<file path="config.mk">
export PLATFORM = sky130hd
export DESIGN_NAME = answer_input_flat
export DESIGN_NICKNAME = d
export VERILOG_FILES = /design/src/rtl/trivia_pkg.sv /design/src/rtl/answer_input_if.sv /design/src/rtl/debounce.sv /design/src/rtl/answer_input.sv /design/src/flat_wrapper.sv
export SDC_FILE = /design/constraint.sdc
export NUM_CORES = 1
export LEC_CHECK = 0
export CORE_MARGIN = 2
export CORE_UTILIZATION = 40
export CTS_BUF_LIST = sky130_fd_sc_hd__clkbuf_2 sky130_fd_sc_hd__clkbuf_4 sky130_fd_sc_hd__clkbuf_8
export DETAILED_ROUTE_END_ITERATION = 16
export SLEW_MARGIN = 0
export SYNTH_ARGS = -nofsm -noshare
export SYNTH_HDL_FRONTEND = slang
export SYNTH_SLANG_ARGS = --single-unit
</file>
<file path="constraint.sdc">
create_clock -name clock -period 2.3 [get_ports clock]
set_input_delay 0.46 -clock clock [delete_from_list [all_inputs] [get_ports clock]]
set_output_delay 0.46 -clock clock [all_outputs]
set_load 0.01 [all_outputs]
</file>
<file path="src/rtl/trivia_pkg.sv">
// Shared types and constants for the trivia game front end.
package trivia_pkg;

  localparam int ANS_W     = 4;
  localparam int SECONDS_W = 4;

  localparam logic [ANS_W-1:0] ANS_NONE = 4'b0000;

  // Answer-input FSM encoding.
  typedef enum logic [1:0] {
    ST_IDLE         = 2'd0,
    ST_ARMED        = 2'd1,
    ST_WAIT_RELEASE = 2'd2
  } state_t;

  // A legal answer has exactly one switch up.
  function automatic logic is_one_hot(input logic [ANS_W-1:0] a);
    return ($countones(a) == 1);
  endfunction

endpackage

</file>
<file path="src/rtl/answer_input_if.sv">
// Answer submission bus from the answer-input stage to the game logic.
//
// Handshake: submit is a single-cycle valid strobe with no ready/back-pressure.
// Consumers must take ans/ans_valid/timed_out in the cycle submit is high;
// those fields are updated only in that cycle and held stable otherwise.
interface answer_input_if;
  import trivia_pkg::*;

  logic                 submit;
  logic [ANS_W-1:0]     ans;
  logic                 ans_valid;
  logic                 timed_out;
  logic [SECONDS_W-1:0] seconds_left;
  state_t               state;

  modport master (
    output submit, ans, ans_valid, timed_out, seconds_left, state
  );

  modport slave (
    input submit, ans, ans_valid, timed_out, seconds_left, state
  );

endinterface

</file>
<file path="src/rtl/debounce.sv">
// Two-flop synchroniser followed by a stability counter for the go key.
// The output level only follows the input after it has differed from the
// current level for DEBOUNCE_CYCLES consecutive cycles.
module debounce #(
  parameter int DEBOUNCE_CYCLES = 500000
) (
  input  logic clock,
  input  logic resetn,
  input  logic raw,
  output logic level
);

  localparam int CNT_W = $clog2(DEBOUNCE_CYCLES + 1);
  localparam logic [CNT_W-1:0] CNT_LAST = CNT_W'(DEBOUNCE_CYCLES - 1);

  logic             sync1;
  logic             sync2;
  logic [CNT_W-1:0] cnt;

  // Synchronise the asynchronous key; idles released (high).
  always_ff @(posedge clock) begin
    if (!resetn) begin
      sync1 <= 1'b1;
      sync2 <= 1'b1;
    end else begin
      sync1 <= raw;
      sync2 <= sync1;
    end
  end

  // Count consecutive disagreeing samples; commit the new level on the last one.
  always_ff @(posedge clock) begin
    if (!resetn) begin
      cnt   <= '0;
      level <= 1'b1;
    end else if (sync2 == level) begin
      cnt <= '0;
    end else if (cnt == CNT_LAST) begin
      level <= sync2;
      cnt   <= '0;
    end else begin
      cnt <= cnt + CNT_W'(1);
    end
  end

endmodule

</file>
<file path="src/rtl/answer_input.sv">
// Trivia answer front end: synchronises the answer switches, turns a debounced
// go press into one submission, and auto-submits a blank answer when the
// per-question countdown expires.
module answer_input
  import trivia_pkg::*;
#(
  parameter int DEBOUNCE_CYCLES   = 500000,
  parameter int CYCLES_PER_SECOND = 50000000,
  parameter int TIMEOUT_SECONDS   = 10
) (
  input  logic             clock,
  input  logic             resetn,
  input  logic [ANS_W-1:0] ans_raw,
  input  logic             go_raw_n,
  input  logic             enable,
  answer_input_if.master   bus
);

  localparam int PRE_W = (CYCLES_PER_SECOND > 1) ? $clog2(CYCLES_PER_SECOND) : 1;
  localparam logic [PRE_W-1:0]     PRE_MAX  = PRE_W'(CYCLES_PER_SECOND - 1);
  localparam logic [SECONDS_W-1:0] SEC_INIT = SECONDS_W'(TIMEOUT_SECONDS);
  localparam logic [SECONDS_W-1:0] SEC_ONE  = SECONDS_W'(1);

  state_t state, state_n;

  logic [ANS_W-1:0]     ans_s1, ans_s2;
  logic                 go_level, go_level_q;
  logic                 press;
  logic                 tick;

  logic [PRE_W-1:0]     prescaler, prescaler_n;
  logic [SECONDS_W-1:0] seconds, seconds_n;
  logic                 submit_r, submit_n;
  logic [ANS_W-1:0]     ans_r, ans_n;
  logic                 valid_r, valid_n;
  logic                 timed_r, timed_n;

  debounce #(
    .DEBOUNCE_CYCLES(DEBOUNCE_CYCLES)
  ) u_go_debounce (
    .clock (clock),
    .resetn(resetn),
    .raw   (go_raw_n),
    .level (go_level)
  );

  // Synchronise the answer switches; the second stage is what gets captured.
  always_ff @(posedge clock) begin
    if (!resetn) begin
      ans_s1 <= ANS_NONE;
      ans_s2 <= ANS_NONE;
    end else begin
      ans_s1 <= ans_raw;
      ans_s2 <= ans_s1;
    end
  end

  // Delay the debounced level so a release-to-press edge becomes a strobe.
  always_ff @(posedge clock) begin
    if (!resetn) go_level_q <= 1'b1;
    else         go_level_q <= go_level;
  end

  assign press = go_level_q & ~go_level;
  assign tick  = (state == ST_ARMED) && (prescaler == PRE_MAX);

  // State register.
  always_ff @(posedge clock) begin
    if (!resetn) state <= ST_IDLE;
    else         state <= state_n;
  end

  // Next state, countdown and submission decode.
  always_comb begin
    state_n     = state;
    prescaler_n = prescaler;
    seconds_n   = seconds;
    submit_n    = 1'b0;
    ans_n       = ans_r;
    valid_n     = valid_r;
    timed_n     = timed_r;
    case (state)
      ST_IDLE: begin
        prescaler_n = '0;
        seconds_n   = SEC_INIT;
        if (enable) state_n = ST_ARMED;
      end
      ST_ARMED: begin
        if (!enable) begin
          state_n = ST_IDLE;
        end else begin
          prescaler_n = tick ? '0 : prescaler + PRE_W'(1);
          if (tick && (seconds != '0)) seconds_n = seconds - SEC_ONE;
          // A press outranks a timeout landing in the same cycle.
          if (press) begin
            submit_n = 1'b1;
            ans_n    = ans_s2;
            valid_n  = is_one_hot(ans_s2);
            timed_n  = 1'b0;
            state_n  = ST_WAIT_RELEASE;
          end else if (tick && (seconds == SEC_ONE)) begin
            submit_n = 1'b1;
            ans_n    = ANS_NONE;
            valid_n  = 1'b0;
            timed_n  = 1'b1;
            state_n  = ST_WAIT_RELEASE;
          end
        end
      end
      ST_WAIT_RELEASE: begin
        if (go_level) begin
          if (enable) begin
            state_n     = ST_ARMED;
            seconds_n   = SEC_INIT;
            prescaler_n = '0;
          end else begin
            state_n = ST_IDLE;
          end
        end
      end
      default: state_n = ST_IDLE;
    endcase
  end

  // Registered countdown and submission outputs.
  always_ff @(posedge clock) begin
    if (!resetn) begin
      prescaler <= '0;
      seconds   <= SEC_INIT;
      submit_r  <= 1'b0;
      ans_r     <= ANS_NONE;
      valid_r   <= 1'b0;
      timed_r   <= 1'b0;
    end else begin
      prescaler <= prescaler_n;
      seconds   <= seconds_n;
      submit_r  <= submit_n;
      ans_r     <= ans_n;
      valid_r   <= valid_n;
      timed_r   <= timed_n;
    end
  end

  assign bus.submit       = submit_r;
  assign bus.ans          = ans_r;
  assign bus.ans_valid    = valid_r;
  assign bus.timed_out    = timed_r;
  assign bus.seconds_left = seconds;
  assign bus.state        = state;

endmodule

</file>
<file path="src/flat_wrapper.sv">
// flat-port wrapper written by rule: the top's interface ports become plain ports
module answer_input_flat import trivia_pkg::*;
#(
  parameter int DEBOUNCE_CYCLES   = 500000,
  parameter int CYCLES_PER_SECOND = 50000000,
  parameter int TIMEOUT_SECONDS   = 10
)
  (clock, resetn, ans_raw, go_raw_n, enable, bus_submit, bus_ans, bus_ans_valid, bus_timed_out, bus_seconds_left, bus_state);
  answer_input_if bus_i ();
  input  logic clock;
  input  logic resetn;
  input  logic [ANS_W-1:0] ans_raw;
  input  logic go_raw_n;
  input  logic enable;
  output wire logic [$bits(bus_i.submit)-1:0] bus_submit;
  output wire logic [$bits(bus_i.ans)-1:0] bus_ans;
  output wire logic [$bits(bus_i.ans_valid)-1:0] bus_ans_valid;
  output wire logic [$bits(bus_i.timed_out)-1:0] bus_timed_out;
  output wire logic [$bits(bus_i.seconds_left)-1:0] bus_seconds_left;
  output wire logic [$bits(bus_i.state)-1:0] bus_state;
  assign bus_submit = bus_i.submit;
  assign bus_ans = bus_i.ans;
  assign bus_ans_valid = bus_i.ans_valid;
  assign bus_timed_out = bus_i.timed_out;
  assign bus_seconds_left = bus_i.seconds_left;
  assign bus_state = bus_i.state;
  answer_input #(.DEBOUNCE_CYCLES(DEBOUNCE_CYCLES), .CYCLES_PER_SECOND(CYCLES_PER_SECOND), .TIMEOUT_SECONDS(TIMEOUT_SECONDS)) u_core (.clock(clock), .resetn(resetn), .ans_raw(ans_raw), .go_raw_n(go_raw_n), .enable(enable), .bus(bus_i));
endmodule
</file>
**Word-level counts from Yosys, hierarchy flattened**

Cells that the tools add are included.
Widths: inputs -> output; s select.

- Add/sub/neg operators: 6
- Multipliers: 0
- Div/mod/pow operators: 0
- Order comparisons: 0
- Equality and inequality tests: 13
- Shift operators: 0
- Mux-type cells: 25
- Bitwise logic cells: 4
- Reduce and logical (&&, ||, !) cells: 14

Operator list:

| kind | count |
|---|---|
| $mux 26 | 4 |
| $pmux 26 s3 | 1 |
| $add 32x32->32 | 1 |
| $eq 32x2->1 const B | 1 |
| $add 26x1->26 const B | 1 |
| $eq 26x26->1 const B | 1 |
| $mux 4 | 6 |
| $add 19x1->19 const B | 1 |
| $eq 19x19->1 const B | 1 |
| $pmux 4 s3 | 1 |
| $mux 2 | 5 |
| $ne 2x2->1 const B | 5 |
| $reduce_and 3->1 | 3 |
| $mux 1 | 7 |
| $pmux 2 s3 | 1 |
| $reduce_and 5->1 | 1 |
| $add 1x1->2 | 2 |
| $eq 4x1->1 const B | 1 |
| $ne 4x3->1 const B | 1 |
| $reduce_and 4->1 | 1 |
| $reduce_bool 4->1 | 1 |
| $sub 4x1->4 const B | 1 |
| $logic_and 1x1->1 | 3 |
| $not 1->1 | 3 |
| other kinds (9) | 9 |

- Bits in registers: 70
- Latch bits: 0
- RAM bits: 0
- Memory bits (read-only): 0
- Input port bits: 8
- Output and inout port bits: 13
- Logic and storage cells: 76
- Memories: 0

**Logic depth before layout (Yosys ltp)**

- Depth after elaboration: 7
- Depth in mapped cells: 8
- Depth with buffers taken out: 6

**Cells and area by module**

From an unflattened synthesis, not the netlist that was laid out.

- Cells, all modules: 385
- Area total of the unflattened synthesis: 3352.0 µm²

By module, submodules not included:

| module | times used | cells an instance | area an instance (µm²) | seq. area each (µm²) |
|---|---|---|---|---|
| answer_input | 1 | 273 | 2352.3 | 960.9 |
| debounce | 1 | 112 | 999.7 | 440.4 |

**Worst setup path before layout**

No wires, ideal clock.

- Kind: flip-flop to flip-flop
- From: reg u_core.prescaler[8]
- To: reg u_core.timed_r, in the netlist u_core.bus.timed_out
- Setup time: 0.061 ns
- Data arrival time: 2.239 ns
- Required time: 2.239 ns
- Slack: 0.000 ns
- Cell stages (with the launch flop): 7
- Path buffers: 1
- Clock period less this slack: 2.300 ns
- Cell sequence: dfxtp_1 > or4b_4 > or3_1 > or4_4 > buf_6 > a21oi_4 > o221a_1

- Word-level cells in the longest chain between the ends: 5

RTL lines:

| what | RTL line | source |
|---|---|---|
| start, declared | answer_input.sv:31 | `logic [PRE_W-1:0] prescaler, prescaler_n;` |
| start signal, assigned | answer_input.sv:135 | `prescaler <= prescaler_n;` |
| $eq 26x26->1 | answer_input.sv:65 | `assign tick = (state == ST_ARMED) && (prescaler == PRE_MAX);` |
| $logic_and 1x1->1 | answer_input.sv:65 |  |
| $logic_and 1x1->1 | answer_input.sv:101 | `end else if (tick && (seconds == SEC_ONE)) begin` |
| $reduce_bool 2->1 (no line) | - |  |
| $reduce_and 3->1 (no line) | - |  |
| end signal, assigned | answer_input.sv:140 | `timed_r <= timed_n;` |
| end, declared | answer_input.sv:36 | `logic timed_r, timed_n;` |

No other way between the ends.
A chain may end at the register's enable or synchronous reset.

**Worst setup path after layout**

- From: reg u_core.prescaler[25]
- To: reg u_core.timed_r, in the netlist u_core.bus.timed_out

The elaborated chain is that of the path after synthesis.

==> impl_metrics.prom <==
# TYPE chip_impl_metric gauge
chip_impl_metric{name="numCtsBuffers",unit=""} 9
chip_impl_metric{name="vias",unit=""} 2846
chip_impl_info{name="critical_path.startpoint_type",value="flip-flop"} 1
chip_impl_metric{name="crit_fanout",unit=""} 3
chip_impl_metric{name="clk_latency",unit="ns"} 0.35
chip_impl_info{name="cp_top_family",value="simple AND/OR/NAND/NOR gates"} 1
chip_impl_metric{name="detail_route.wl_per_cell",unit="um"} 13.7
chip_impl_metric{name="timing.setup.tns",unit="ns"} 0
chip_impl_metric{name="synth.ff_latch_count",unit=""} 70
chip_impl_metric{name="ant_nets",unit=""} 0
chip_impl_metric{name="final.setup_skew",unit="ns"} 0.00980
chip_impl_info{name="netlist_top_cells_area",value="dfxtp_1 43%, nor2_1 6.5%, xor2_1 6.0%"} 1
chip_impl_metric{name="worst_hold_path.num_cells",unit=""} 1
chip_impl_metric{name="post_route_cells_drive_above_1_share",unit="%"} 16.1
chip_impl_info{name="clockRootBuffer",value="clkbuf_8"} 1
chip_impl_info{name="rsz_0062_raised_after_global_routing",value="false"} 1
chip_impl_metric{name="synth_simple_gate_area_share",unit="%"} 30.5
chip_impl_metric{name="leakage",unit="nW"} 1.36
chip_impl_metric{name="die_height",unit="um"} 93.8
chip_impl_metric{name="synthMuxAreaShare",unit="%"} 0.621
chip_impl_info{name="synthFlopType",value="dfxtp_1"} 1
chip_impl_metric{name="drt_iter0_markers",unit=""} 143
chip_impl_metric{name="xor_xnor_fraction_of_synth_area",unit="%"} 9.24
chip_impl_metric{name="drv_slew",unit=""} 0
chip_impl_metric{name="post-cts-setup-buffer-count",unit=""} 0
chip_impl_info{name="whs_endpoint",value="u_core.u_go_debounce.sync2"} 1
chip_impl_metric{name="buffer_ports.inserted",unit=""} 20
chip_impl_metric{name="maximum_vdd_drop",unit="V"} 0.000309
chip_impl_metric{name="cts-hold-fix-buffers",unit=""} 0
chip_impl_metric{name="globalRoute.totalOverflow",unit=""} 0
chip_impl_metric{name="vias_in_the_first_global_route",unit=""} 2764
chip_impl_metric{name="synth_cell_type_count",unit=""} 53
chip_impl_metric{name="dpl_wire_length",unit="um"} 5420
chip_impl_metric{name="syn-mean-instance-area",unit="um2"} 8.69
chip_impl_metric{name="routed_wirelength",unit="um"} 7360
chip_impl_metric{name="floorplan.die_area",unit="mm2"} 0.00879
chip_impl_metric{name="synth_top_area_share",unit="%"} 43.5
chip_impl_metric{name="area.growth.synth_to_final",unit="%"} 24.8
chip_impl_info{name="path_cells",value="or4bb_1, or3_1, or4_4, a21oi_4, o221a_1"} 1
chip_impl_info{name="synth_top_family_by_area",value="simple AND/OR/NAND/NOR gates"} 1
chip_impl_info{name="outcome",value="completed"} 1
chip_impl_metric{name="numClockSinks",unit=""} 70
chip_impl_metric{name="ys_seq_area_share",unit="%"} 43.5
chip_impl_info{name="crit_slowest_cell",value="or4_4"} 1
chip_impl_info{name="worstSetupEndpointType",value="flip-flop"} 1
chip_impl_metric{name="critical_path.max_stage_delay",unit="ns"} 0.55
chip_impl_metric{name="post_synth_instance_area",unit="mm2"} 0.00322
chip_impl_metric{name="fmax",unit="GHz"} 0.447
chip_impl_metric{name="max_cap_viols",unit=""} 0
chip_impl_metric{name="crit_buf_inv",unit=""} 0
chip_impl_metric{name="yosysWarnings",unit=""} 0
chip_impl_metric{name="path_clk_slew",unit="ns"} 0.08
chip_impl_metric{name="core_area",unit="mm2"} 0.00777
chip_impl_metric{name="ios",unit=""} 21
chip_impl_metric{name="antenna_found_initial",unit=""} 0
chip_impl_metric{name="final_util",unit="%"} 51.8
chip_impl_metric{name="antenna_cells",unit=""} 0
chip_impl_metric{name="worstRegToRegCells",unit=""} 5
chip_impl_metric{name="instance_count_of_the_mapped_netlist",unit=""} 371
chip_impl_metric{name="timing_worst_slew_pin_value",unit="ns"} 0.595
chip_impl_info{name="synth_area_leader_cell",value="dfxtp_1"} 1
chip_impl_metric{name="worst-r2r-setup-slack",unit="ns"} 0.06
chip_impl_metric{name="slew_headroom",unit="%"} 60.0
chip_impl_info{name="tritoncts",value="yes"} 1
chip_impl_info{name="critical_r2r_capture",value="u_core.bus.timed_out"} 1
chip_impl_metric{name="drtPass1Iterations",unit=""} 5
chip_impl_metric{name="finalHoldViolations",unit=""} 0
chip_impl_metric{name="timing.critical_path.arrival",unit="ns"} 2.52
chip_impl_metric{name="groute.usage.overall",unit="%"} 18.0
chip_impl_metric{name="chipWidth",unit="um"} 93.8
chip_impl_metric{name="asyncSetResetFlopFracSynth",unit="%"} 0
chip_impl_metric{name="timing.final.crit_period",unit="ns"} 2.24
chip_impl_metric{name="synth_compound_gate_area_share",unit="%"} 9.12
chip_impl_info{name="timing_worst_setup_path_type",value="reg2reg"} 1
chip_impl_metric{name="starting_density_of_the_core",unit="%"} 41.5
chip_impl_metric{name="final.period_utilization",unit="%"} 97.3
chip_impl_metric{name="htreeDepth",unit=""} 3
chip_impl_metric{name="power_dens_cells",unit="mW/mm2"} 571
chip_impl_metric{name="cp.required",unit="ns"} 2.59
chip_impl_metric{name="grt_start_max_net_pins",unit=""} 19
chip_impl_metric{name="synth_nets",unit=""} 388
chip_impl_metric{name="report.final.setup_viol",unit=""} 0
chip_impl_metric{name="grt_first_pass_wirelength",unit="um"} 12600
chip_impl_info{name="hold_path_startpoint",value="u_core.u_go_debounce.sync1"} 1
chip_impl_metric{name="pre_cts_slack",unit="ns"} -0.0293
chip_impl_info{name="hold_path.class",value="reg2reg"} 1
chip_impl_metric{name="yosys.area_share.adder",unit="%"} 3.73
chip_impl_metric{name="number_of_enable_flip_flop_cells_after_synthesis",unit=""} 0
chip_impl_metric{name="finalWeightedCongestion",unit=""} 0.863
chip_impl_metric{name="rows",unit=""} 32
chip_impl_metric{name="post_drt_via_cell_ratio",unit=""} 5.30
chip_impl_metric{name="drcViolationCount",unit=""} 0
chip_impl_metric{name="setup_ws",unit="ns"} 0.0618
chip_impl_metric{name="cts_max_path_buffers",unit=""} 2
chip_impl_info{name="worstReg2RegStart",value="u_core.prescaler[25]"} 1
chip_impl_metric{name="totalPowerFinal",unit="mW"} 2.30
chip_impl_metric{name="final_nets",unit=""} 448
-- placed cells by master (no fill, tap or decap), types with 2 or more instances in the layout --
cell type,n
dfxtp_1,70
nor2_1,56
buf_4,41
nand2_1,24
nand3_1,23
xor2_1,22
clkdlybuf4s50_1,20
nand4_1,18
a21oi_1,14
inv_1,13
nor3_1,13
xnor2_1,12
clkbuf_8,9
and2_1,8
ha_1,8
or3_1,7
nand2b_1,6
a22oi_1,5
o21ai_0,5
nor4_1,4
or2_2,4
and4_1,3
nand4b_1,3
clkinvlp_4,3
o31ai_1,2
or4bb_1,2
o41ai_1,2
mux2i_1,2
and3_1,2
nor4b_1,2
o21a_1,2
a31oi_1,2
nand3b_1,2
-- cell families after synthesis --
family | Yosys count
xor gates and xnor gates | 34
AOI/OAI and AO/OA | 43
DFF | 70
buffers and inverters | 26
adders and majority gates | 9
and+or+nand+nor | 187
muxes | 2
-- per-stage QoR --
step                instance area (um2)  hold WS (ns)  cells
finish                             4030         0.416    537
global route                       4030         0.455    537
CTS                                4020         0.415    537
detailed placement                 3820         0.396    522
global placement                   3820         0.392    522
floorplan                          3220         0.386    371
-- how the worst max path moves through the flow --
stage	startpoint	endpoint	depth (start not counted)	slack (ns)
5_1_grt	u_core.prescaler[25]	u_core.bus.ans[2]	6	0.01
6_report	u_core.prescaler[25]	u_core.bus.timed_out	5	0.06
4_1_cts	u_core.prescaler[8]	u_core.bus.timed_out	5	0.02
2_1_floorplan	u_core.prescaler[8]	u_core.bus.timed_out	6	0.0003
3_5_place_dp	enable	u_core.prescaler[13]	8	-0.03
3_3_place_gp	enable	u_core.prescaler[6]	8	0.02
-- where the power goes --
part	total [mW]	internal (mW)	switching, mW
Combinational	0.0964	0.0462	0.0502
Clock	0.971	0.508	0.463
Sequential	1.23	1.22	0.00587
-- area by class of cell --
| cell class | instances | area (um2) |
|---|---|---|
| clock buffer | 10 | 131 |
| tap | 102 | 128 |
| timing repair buffer | 62 | 528 |
| inverter | 13 | 48.8 |
| fill | 739 | 3740 |
| multi-input combinational | 275 | 1730 |
| clock inverter | 5 | 61.3 |
| sequential | 70 | 1400 |
-- cell usage after synthesis, drive strengths merged, types with 2 or more instances --
| cell type | count |
|---|---|
| nor4 | 5 |
| a22oi | 5 |
| nand3b | 2 |
| o31ai | 2 |
| nand4b | 3 |
| nor3 | 13 |
| dfxtp | 70 |
| nor2 | 56 |
| or4 | 2 |
| ha | 8 |
| buf | 3 |
| or4bb | 2 |
| clkbuf | 10 |
| a21oi | 15 |
| or2 | 4 |
| o41ai | 2 |
| o21ai | 6 |
| or3 | 7 |
| nor4b | 2 |
| and4 | 3 |
| xnor2 | 12 |
| nand4 | 18 |
| nand2b | 6 |
| and2 | 9 |
| nand3 | 24 |
| xor2 | 22 |
| mux2i | 2 |
| nand2 | 24 |
| o21a | 2 |
| and3 | 2 |
| or4b | 3 |
| inv | 13 |
| a31oi | 2 |
-- what timing repair did --
| item | 4_1_cts | 5_1_grt |
|---|---|---|
| resized for setup | 1 | 1 |
| pin swaps | 0 | 1 |
| endpoints found under the hold margin | 0 | 0 |
| endpoints found under the setup margin | 14 | 15 |
-- per-layer routing --
metal | global-route usage [%] | wire (um) | up-vias
met1 | 23.2 | 3460 | 1336
li1 | - | - | 1432
met5 | 0 | 0 | -
met3 | 3.37 | 264 | 17
met4 | 9.66 | 195 | 0
met2 | 28.5 | 3440 | 61
-- flip-flops by register name, indices dropped and copies added (netlist names), 2 cells and up --
name,count
u_core.ans_s1,4
u_core.bus.state,2
u_core.bus.seconds_left,4
u_core.ans_s2,4
u_core.u_go_debounce.cnt,19
u_core.prescaler,26
u_core.bus.ans,4
No activity file was read; power rests on OpenSTA's default activity.
